### config.mk
export PLATFORM = sky130hd
export DESIGN_NAME = adc_sample_packer
export DESIGN_NICKNAME = d
export VERILOG_FILES = /design/src/rtl/adc_psram_pkg.sv /design/src/rtl/adc_word_fifo.sv /design/src/rtl/adc_sample_packer.sv
export SDC_FILE = /design/constraint.sdc
export NUM_CORES = 1
export LEC_CHECK = 0
export BUFFER_PORTS_ARGS = -buffer_cell sky130_fd_sc_hd__buf_2
export CELL_PAD_IN_SITES_DETAIL_PLACEMENT = 0
export CELL_PAD_IN_SITES_GLOBAL_PLACEMENT = 1
export CORE_MARGIN = 4
export CORE_UTILIZATION = 57
export CTS_BUF_LIST = sky130_fd_sc_hd__clkbuf_4
export DETAILED_ROUTE_END_ITERATION = 7
export MAX_ROUTING_LAYER = met4
export PLACE_DENSITY_LB_ADDON = 0.1
export RECOVER_POWER = 50
export SYNTH_ARGS = -nofsm -noshare
export SYNTH_HDL_FRONTEND = slang
export SYNTH_SLANG_ARGS = --single-unit
### constraint.sdc
create_clock -name clk_PSRAM -period 6.94 [get_ports clk_PSRAM]
set_input_delay 0 -clock clk_PSRAM [delete_from_list [all_inputs] [get_ports clk_PSRAM]]
set_output_delay 0 -clock clk_PSRAM [all_outputs]
set_load 0.05 [all_outputs]
### src/rtl/adc_psram_pkg.sv
// Shared types and constants for the ADC-to-PSRAM sample packer.
package adc_psram_pkg;

    localparam int SAMPLES_PER_WORD = 5;
    localparam int TAG_W            = 4;
    localparam int SAMPLE_W         = 12;
    localparam int WORD_W           = 64;

    typedef enum logic [1:0] {
        ST_IDLE    = 2'd0,
        ST_CAPTURE = 2'd1,
        ST_DRAIN   = 2'd2,
        ST_DONE    = 2'd3
    } packer_state_t;

    typedef logic [SAMPLE_W-1:0] sample_t;
    typedef logic [TAG_W-1:0]    tag_t;
    typedef logic [WORD_W-1:0]   word_t;

    // Word layout: tag in the top nibble, oldest sample in the low 12 bits.
    function automatic word_t pack_word(input tag_t tag,
                                        input sample_t s4, input sample_t s3,
                                        input sample_t s2, input sample_t s1,
                                        input sample_t s0);
        return {tag, s4, s3, s2, s1, s0};
    endfunction

endpackage

### src/rtl/adc_word_fifo.sv
// Show-ahead word buffer between the packer and the PSRAM write port.
// A push into a full buffer is accepted only when a pop happens in the same cycle.
module adc_word_fifo
    import adc_psram_pkg::*;
#(
    parameter int DEPTH = 4
) (
    input  logic  clk_PSRAM,
    input  logic  rst_n,
    input  logic  push,
    input  word_t push_data,
    input  logic  pop,
    output word_t head,
    output logic  full,
    output logic  empty
);

    localparam int PTR_W = $clog2(DEPTH);

    logic [PTR_W:0] wr_ptr;
    logic [PTR_W:0] rd_ptr;
    word_t          mem [DEPTH];
    logic           do_push;
    logic           do_pop;

    assign empty   = (wr_ptr == rd_ptr);
    assign full    = (wr_ptr[PTR_W] != rd_ptr[PTR_W]) &&
                     (wr_ptr[PTR_W-1:0] == rd_ptr[PTR_W-1:0]);
    assign do_pop  = pop && !empty;
    assign do_push = push && (!full || do_pop);
    assign head    = mem[rd_ptr[PTR_W-1:0]];

    // Read/write pointers; the extra MSB separates full from empty.
    always_ff @(posedge clk_PSRAM or negedge rst_n) begin
        // NOTE: clocked state uses non-blocking assignments so every register samples pre-edge values.
        if (!rst_n) begin
            wr_ptr <= '0;
            rd_ptr <= '0;
        end else begin
            if (do_push) wr_ptr <= wr_ptr + (PTR_W+1)'(1);
            if (do_pop)  rd_ptr <= rd_ptr + (PTR_W+1)'(1);
        end
    end

    // Word storage.
    always_ff @(posedge clk_PSRAM) begin
        // NOTE: storage is deliberately not reset; the pointers alone define which entries are valid.
        if (do_push) mem[wr_ptr[PTR_W-1:0]] <= push_data;
    end

endmodule

### src/rtl/adc_sample_packer.sv
// ADC sample packer: packs five 12-bit samples plus a 4-bit tag into 64-bit
// words, buffers them and issues PSRAM write requests.
// Optional build macro ADC_PACKER_TESTPATTERN_EN replaces samples with a counter.
module adc_sample_packer
    import adc_psram_pkg::*;
#(
    parameter int                ADDR_W     = 21,
    parameter logic [ADDR_W-1:0] BASE_ADDR  = '0,
    parameter int                ADDR_STEP  = 4,
    parameter int                N_WORDS    = 1024,
    parameter int                FIFO_DEPTH = 4
) (
    input  logic              clk_PSRAM,
    input  logic              rst_n,
    input  logic              start,
    input  logic              adc_ready,
    input  logic [11:0]       adc_data,
    output logic              adc_enable,
    output logic              wr_req,
    input  logic              wr_ack,
    output logic [ADDR_W-1:0] wr_addr,
    output logic [63:0]       wr_data,
    output logic              busy,
    output logic              done,
    output logic              overflow
);

    localparam int CNT_W = $clog2(N_WORDS + 1);

    packer_state_t    state;
    packer_state_t    state_next;
    logic             start_ok;
    logic             strobe_ok;
    logic             word_done;
    logic             last_word;
    logic [2:0]       slot_idx;
    sample_t          slots [SAMPLES_PER_WORD-1];
    tag_t             tag;
    logic [CNT_W-1:0] word_cnt;
    sample_t          sample_in;
    logic             pend_valid;
    word_t            pend_word;
    logic             fifo_full;
    logic             fifo_empty;
    word_t            fifo_head;
    logic             pop_ok;

    assign start_ok  = start && ((state == ST_IDLE) || (state == ST_DONE));
    assign strobe_ok = adc_ready && (state == ST_CAPTURE);
    assign word_done = strobe_ok && (slot_idx == 3'(SAMPLES_PER_WORD - 1));
    assign last_word = word_done && (word_cnt == CNT_W'(N_WORDS - 1));
    assign pop_ok    = wr_ack && !fifo_empty;
    assign wr_req    = !fifo_empty;
    assign wr_data   = fifo_empty ? '0 : fifo_head;

`ifdef ADC_PACKER_TESTPATTERN_EN
    sample_t tp_cnt;
    logic    unused_adc_data;

    assign unused_adc_data = ^adc_data;
    assign sample_in       = tp_cnt;

    // Test-pattern sample source: counts accepted strobes from zero after start.
    always_ff @(posedge clk_PSRAM or negedge rst_n) begin
        if (!rst_n)         tp_cnt <= '0;
        else if (start_ok)  tp_cnt <= '0;
        else if (strobe_ok) tp_cnt <= tp_cnt + 1'b1;
    end
`else
    assign sample_in = adc_data;
`endif

    // State register.
    always_ff @(posedge clk_PSRAM or negedge rst_n) begin
        if (!rst_n) state <= ST_IDLE;
        else        state <= state_next;
    end

    // Next-state and state-decoded outputs.
    always_comb begin
        // NOTE: every output of this block gets a default first so no path can infer a latch.
        state_next = state;
        adc_enable = 1'b0;
        busy       = 1'b0;
        done       = 1'b0;
        unique case (state)
            ST_IDLE: begin
                if (start) state_next = ST_CAPTURE;
            end
            ST_CAPTURE: begin
                adc_enable = 1'b1;
                busy       = 1'b1;
                if (last_word) state_next = ST_DRAIN;
            end
            ST_DRAIN: begin
                busy = 1'b1;
                if (fifo_empty && !pend_valid) state_next = ST_DONE;
            end
            ST_DONE: begin
                done = 1'b1;
                if (start) state_next = ST_CAPTURE;
            end
            default: state_next = ST_IDLE;
        endcase
    end

    // Sample slots, tag and word counter; the fifth sample completes the word directly.
    always_ff @(posedge clk_PSRAM or negedge rst_n) begin
        if (!rst_n) begin
            slot_idx <= '0;
            tag      <= '0;
            word_cnt <= '0;
            for (int i = 0; i < SAMPLES_PER_WORD - 1; i++) slots[i] <= '0;
        end else if (start_ok) begin
            slot_idx <= '0;
            tag      <= '0;
            word_cnt <= '0;
        end else if (strobe_ok) begin
            if (word_done) begin
                slot_idx <= '0;
                tag      <= tag + 1'b1;
                word_cnt <= word_cnt + 1'b1;
            end else begin
                slots[slot_idx[1:0]] <= sample_in;
                slot_idx             <= slot_idx + 1'b1;
            end
        end
    end

    // One-cycle holding stage for a completed word before it enters the buffer.
    always_ff @(posedge clk_PSRAM or negedge rst_n) begin
        if (!rst_n) begin
            pend_valid <= 1'b0;
            pend_word  <= '0;
        end else begin
            pend_valid <= word_done;
            if (word_done)
                pend_word <= pack_word(tag, sample_in, slots[3], slots[2], slots[1], slots[0]);
        end
    end

    // Sticky drop flag: a word arriving at a full buffer with no pop that cycle is lost.
    always_ff @(posedge clk_PSRAM or negedge rst_n) begin
        if (!rst_n)                                  overflow <= 1'b0;
        else if (start_ok)                           overflow <= 1'b0;
        else if (pend_valid && fifo_full && !wr_ack) overflow <= 1'b1;
    end

    // Write address: restarts at the base on start, advances on each accepted write.
    always_ff @(posedge clk_PSRAM or negedge rst_n) begin
        if (!rst_n)        wr_addr <= BASE_ADDR;
        else if (start_ok) wr_addr <= BASE_ADDR;
        else if (pop_ok)   wr_addr <= wr_addr + ADDR_W'(ADDR_STEP);
    end

    adc_word_fifo #(
        .DEPTH (FIFO_DEPTH)
    ) u_fifo (
        .clk_PSRAM (clk_PSRAM),
        .rst_n     (rst_n),
        .push      (pend_valid),
        .push_data (pend_word),
        .pop       (wr_ack),
        .head      (fifo_head),
        .full      (fifo_full),
        .empty     (fifo_empty)
    );

endmodule
Yosys cells after proc, flatten, opt, wreduce, memory -nomap -nowiden
Memory sizes are Yosys's and may differ from the RTL's.
Cells that the tools add are included.
- flip-flop bits (word level): 161
- memory bits (writable): 256
- input bits: 17
- output and inout bits: 90
- memories: 1
- memory list (memory ; depth ; width ; rd ports ; clocked after Yosys merged registers in ; write ports ; line ; source):
    u_fifo.mem ; 4 ; 64 ; 1 ; 0 ; 1 ; adc_word_fifo.sv:22 ; word_t mem [DEPTH];
- $add $sub $neg: 6
- $lt $le $gt $ge: 2
- equality and inequality tests: 11
- mux-type cells: 26
- bitwise operators: 3
- reduce and logical (&&, ||, !) cells: 27
- operators by type and width (operator ; number):
    $mux 64 ; 1
    $bwmux 48 ; 1
    $mux 21 ; 2
    $mux 11 ; 3
    $demux 12 s2 ; 1
    $add 21x3->21 const B ; 1
    $mux 12 ; 1
    $mux 4 ; 3
    $add 11x1->11 const B ; 1
    $eq 11x10->1 const B ; 1
    $logic_and 1x1->1 ; 11
    $add 3x1->3 const B ; 3
    $mux 3 ; 3
    $reduce_bool 2->1 ; 4
    $mux 1 ; 7
    $mux 2 ; 3
    $pmux 2 s3 ; 1
    $reduce_and 3->1 ; 2
    $add 4x1->4 const B ; 1
    $eq 2x2->1 const B ; 2
    $logic_not 1->1 ; 4
    $ne 2x2->1 const B ; 2
    $reduce_or 2->1 ; 2
    $eq 3x3->1 ; 1
    12 further kinds ; 14

Depth between registers and ports, before layout
- depth after elaboration: 7
- gate-level depth with buffers: 8
- mapped depth without buffers: 7

By module
From an unflattened synthesis, not the netlist that was laid out.
- cell total of the unflattened synthesis: 1065
- area total of the unflattened synthesis: 16458.3 um^2
- by module, submodules not included (module ; instances ; cells an instance ; area each (um^2) ; sequential area each (um^2)):
    adc_word_fifo ; 1 ; 381 ; 9651.8 ; 7837.5
    adc_sample_packer ; 1 ; 684 ; 6806.5 ; 3828.7

Worst setup path after synthesis
Ideal clock, no wire load.
- path kind: flip-flop to flip-flop
- start point: register u_fifo.wr_ptr[2]
- end point: memory u_fifo.mem[3][0] in the netlist's numbering, enable pin
- arrival: 3.659 ns
- path slack: 2.792 ns
- stages on the path, launching flop included: 4
- buffers on the path: 0
- period minus slack after synthesis: 4.148 ns
- cell sequence: dfrtp_1 xnor2_1 o41ai_2 nor2_1
- cells in the longest elaborated chain, start to end: 7
- RTL lines (item ; line ; source):
    from (decl) ; adc_word_fifo.sv:20 ; logic [PTR_W:0] wr_ptr;
    from (signal assigned) ; adc_word_fifo.sv:40 ; if (do_push) wr_ptr <= wr_ptr + (PTR_W+1)'(1);
    $eq 3x3->1 / $ne 1x1->1 (equally long branches) ; adc_word_fifo.sv:26, adc_word_fifo.sv:27 ;
    $logic_not 1->1 / $logic_and 1x1->1 (equally long branches) ; adc_word_fifo.sv:29, adc_word_fifo.sv:27 ;
    $logic_and 1x1->1 / $logic_not 1->1 (equally long branches) ; adc_word_fifo.sv:29, adc_word_fifo.sv:30 ;
    $logic_or 1x1->1 * ; adc_word_fifo.sv:30 ; assign do_push = push && (!full || do_pop);
    $logic_and 1x1->1 * ; adc_word_fifo.sv:30 ;
    $mux 1 * ; adc_word_fifo.sv:48 ; if (do_push) mem[wr_ptr[PTR_W-1:0]] <= push_data;
    $mux 1 (not written as such) * ; adc_word_fifo.sv:48 ;
    to (decl) ; adc_word_fifo.sv:22 ;
Every way passes the cells marked *; elsewhere a longest branch is shown, timed or not.

Final worst setup path
- start point: register state[0]
- end point: register state[1]
- cells in the longest elaborated chain, start to end: 6
- RTL lines (item ; line ; source):
    from (decl) ; adc_sample_packer.sv:30 ; packer_state_t state;
    from (signal assigned) ; adc_sample_packer.sv:76 ; else state <= state_next;
    $eq 2x1->1 ; adc_sample_packer.sv:49, adc_sample_packer.sv:86 ;
    $logic_and 1x1->1 ; adc_sample_packer.sv:49 ; assign strobe_ok = adc_ready && (state == ST_CAPTURE);
    $logic_and 1x1->1 ; adc_sample_packer.sv:50 ; assign word_done = strobe_ok && (slot_idx == 3'(SAMPLES_PER_WORD - 1));
    $logic_and 1x1->1 ; adc_sample_packer.sv:51 ; assign last_word = word_done && (word_cnt == CNT_W'(N_WORDS - 1));
    $ne 2x2->1 (no source line) ; n/a ;
    $reduce_and 3->1 (no source line) ; n/a ;
Several ways; a longest one is shown, not always the timed one.
A chain may end at the register's enable or synchronous reset.

==> flow_metrics.env <==
export IMPL_outcome="finished, violations left"
export IMPL_violations="capacitance limit, slew limit"
export IMPL_slew_headroom_pct=-138
export IMPL_htree_levels=3
export IMPL_setup_repair_after_global_routing_missed_its_margin="no"
export IMPL_critical_path_required_ns=7.54
export IMPL_worst_slew_pin_slew_ns=3.57
export IMPL_post_cts_repair_setup_buffers=0
export IMPL_grtUsageTotal_pct=22.1
export IMPL_die_h_microns=177
export IMPL_ctsHoldBuffers=21
export IMPL_postLayoutCoreUtil_pct=67.2
export IMPL_hold_ws_ns=0.146
export IMPL_final_routed_drc_violation_total=0
export IMPL_crit_type="register to register"
export IMPL_place_worst_setup_slack_ns=3.72
export IMPL_routed_via_density=5.35
export IMPL_rr_startpoint="state[0]$_DFFE_PN0P_"
export IMPL_power_leakage_nw=8.22
export IMPL_grt_antenna_before_repair=1
export IMPL_final_instance_count_excl_fill=1696
export IMPL_yosys_warnings=0
export IMPL_io_pins=107
export IMPL_postRouteAntennaNets=0
export IMPL_clkLatencyLatePin_ns=0.75
export IMPL_first_pass_iters=5
export IMPL_cts_resized=0
export IMPL_worstHoldPathType="input port to register"
export IMPL_tritoncts="yes"
export IMPL_final_layout_size_suffix_gt1_share_pct=29.8
export IMPL_count_of_clock_tree_sinks=415
export IMPL_synth_async_reset_ratio_pct=38.3
export IMPL_final_period_minus_worst_setup_slack_ns=4.72
export IMPL_core_area_sq_um=28000
export IMPL_grt_overflow_total=0
export IMPL_synthesis_area_sq_um=16300
export IMPL_syn_area_per_cell_sq_um=15.7
export IMPL_timing_hold_worst_endpoint="pend_word[59]$_DFFE_PN0P_"
export IMPL_dieWidth_microns=177
export IMPL_postLayoutCellArea_sq_um=18800
export IMPL_hold_path_depth=4
export IMPL_most_common_layout_cells="sky130_fd_sc_hd__edfxtp_1 (256), sky130_fd_sc_hd__nand2_1 (212), sky130_fd_sc_hd__clkbuf_4 (163), sky130_fd_sc_hd__dfrtp_1 (158), sky130_fd_sc_hd__buf_2 (81)"
export IMPL_synth_enable_flop_cells=256
export IMPL_finalPower_mw=6.66
export IMPL_via_count=9080
export IMPL_unique_masters_post_synth=41
export IMPL_synthFlopType="sky130_fd_sc_hd__edfxtp_1"
export IMPL_timing_max_cap_violations=2
export IMPL_critPathLaunch="state[0]$_DFFE_PN0P_"
export IMPL_power_density_nw_per_um2=354
export IMPL_grt_max_degree=81
export IMPL_irDropWorstVdd_v=0.000333
export IMPL_synth_seq_cells=415
export IMPL_crit_path_start_kind="register"
export IMPL_clk_root_buffer_cell="sky130_fd_sc_hd__clkbuf_4"
export IMPL_drt_wl_total_microns=32300
export IMPL_layout_cells_most_common="sky130_fd_sc_hd__edfxtp_1"
export IMPL_place_port_buffers=104
export IMPL_grt_pass1_wl_microns=51800
export IMPL_postPlaceCellArea_sq_um=17300
export IMPL_number_of_placement_rows=61
export IMPL_worst_clock_skew_ns=0.0769
export IMPL_globalplace_congestion=0.736
export IMPL_vias_in_the_first_global_route=9384
export IMPL_timing_hold_violations_final=0
export IMPL_syn_instance_count=1039
export IMPL_effective_utilization_at_floorplan_pct=58.3
export IMPL_drt_wirelength_per_cell_microns=19.1
export IMPL_timing_final_crit_share_pct=68.0
export IMPL_setup_viol=0
export IMPL_post_place_cells=1485
export IMPL_critPathMaxFanout=70
export IMPL_finalSetupTns_ns=0
export IMPL_report_final_slew_viol_count=107
export IMPL_clk_pin_slew_worst_paths_ns=0.08
export IMPL_max_clock_freq_ghz=0.212
export IMPL_min_delay_start="adc_data[11]"
export IMPL_reg2reg_to="state[1]$_DFFE_PN0P_"
export IMPL_setup_slack_ns=2.22
export IMPL_final_hpwl_from_detailed_placement_microns=18700
export IMPL_cp_data_arrival_time_ns=5.32
export IMPL_worst_setup_path_end_kind="register"
export IMPL_syn2layout_area_growth_pct=15.2
export IMPL_tritoncts_num_buffers=100
export IMPL_finalNetCount=1263
export IMPL_synth_yosys_seq_area_share_pct=71.4
export IMPL_timing_reg2reg_worst_path_depth=6
export IMPL_die_area_sq_um=31400
export IMPL_timing_reg2reg_setup_slack_ns=2.22
export IMPL_clock_path_buffers=3
export IMPL_drt_iter0_markers=530
-- worst max-delay path by stage --
stage                             endpoint  slack, ns  cells after the start
3_3_place_gp   u_fifo.mem[3][55]$_DFFE_PP_       3.75                      5
4_1_cts                        wr_data[48]       3.46                      4
2_1_floorplan   u_fifo.mem[3][0]$_DFFE_PP_       2.79                      3
3_5_place_dp    u_fifo.mem[3][5]$_DFFE_PP_       3.72                      5
6_report              state[1]$_DFFE_PN0P_       2.22                      6
5_1_grt               state[1]$_DFFE_PN0P_       1.76                      7
-- cell families (layout without fill, tap and decap cells) --
group	count (synthesis)	after routing	share of synthesized area, %
AO/OA/AOI/OAI	46	46	1.79
XOR/XNOR	24	24	1.38
adder cells (fa/ha/maj)	16	16	1.23
buffers and inverters	66	343	1.68
flip-flops	415	415	71.4
multiplexers	118	118	12.5
other	1	3	0.0230
AND/OR/NAND/NOR	353	353	9.96
-- layout make-up --
cell class / count / area (sq um)
multi-input combinational: 559 / 4420
clock buffer: 163 / 1220
inverter: 16 / 60.1
clock inverter: 26 / 156
antenna: 1 / 2.50
sequential: 415 / 11700
timing repair buffer: 138 / 810
tap: 378 / 473
fill: 2083 / 9190
-- flip-flops by register name, summed over array words and instances (netlist names) --
name	cells
overflow	1
pend_valid	1
pend_word	64
slot_idx	3
slots	48
state	2
tag	4
u_fifo.mem	256
u_fifo.rd_ptr	3
u_fifo.wr_ptr	3
word_cnt	11
wr_addr	19
-- Yosys cell counts, drive strengths merged, types with 2 or more instances --
cell type / count / area share, %
o41ai: 3 / 0.21
o311ai: 2 / 0.11
and2: 67 / 2.6
dfrtp: 159 / 24
nor2: 22 / 0.51
xnor2: 13 / 0.70
and3: 2 / 0.077
buf: 17 / 0.55
inv: 16 / 0.37
nand3: 12 / 0.37
o21ai: 8 / 0.25
mux2i: 4 / 0.25
nand4: 10 / 0.42
nand4b: 2 / 0.11
xor2: 11 / 0.68
or4: 7 / 0.32
nand2: 212 / 4.9
mux2: 50 / 3.4
clkbuf: 33 / 0.76
a21oi: 20 / 0.61
mux4: 64 / 8.8
o31ai: 8 / 0.37
ha: 16 / 1.2
edfxtp: 256 / 47
and4: 2 / 0.11
nor3: 5 / 0.15
nor4: 3 / 0.11
nand2b: 2 / 0.077
or3: 7 / 0.27
-- routing by layer --
layer	vias up	GRT usage, %	part of all wire, %
li1	4245	-	-
met5	-	-	0
met4	0	7.70	1.8
met1	4590	29.8	45
met2	210	34.8	49
met3	35	3.70	4.4
-- power breakdown --
part / total, mW / switching, mW / internal [mW] / leakage [nW]
combinational: 1.53 / 0.961 / 0.568 / 2.42
clock: 2.06 / 0.946 / 1.11 / 0.831
sequential: 3.07 / 0.229 / 2.84 / 4.96
-- critical path: stages, from the launching register on --
cell,delay (ns)
sky130_fd_sc_hd__dfrtp_1,0.42
sky130_fd_sc_hd__ha_1,0.30
sky130_fd_sc_hd__nand4_1,0.18
sky130_fd_sc_hd__clkbuf_1,2.53
sky130_fd_sc_hd__nor4_1,0.44
sky130_fd_sc_hd__o221ai_1,0.50
sky130_fd_sc_hd__mux2i_1,0.23
Power figures use the tool's default switching activity.
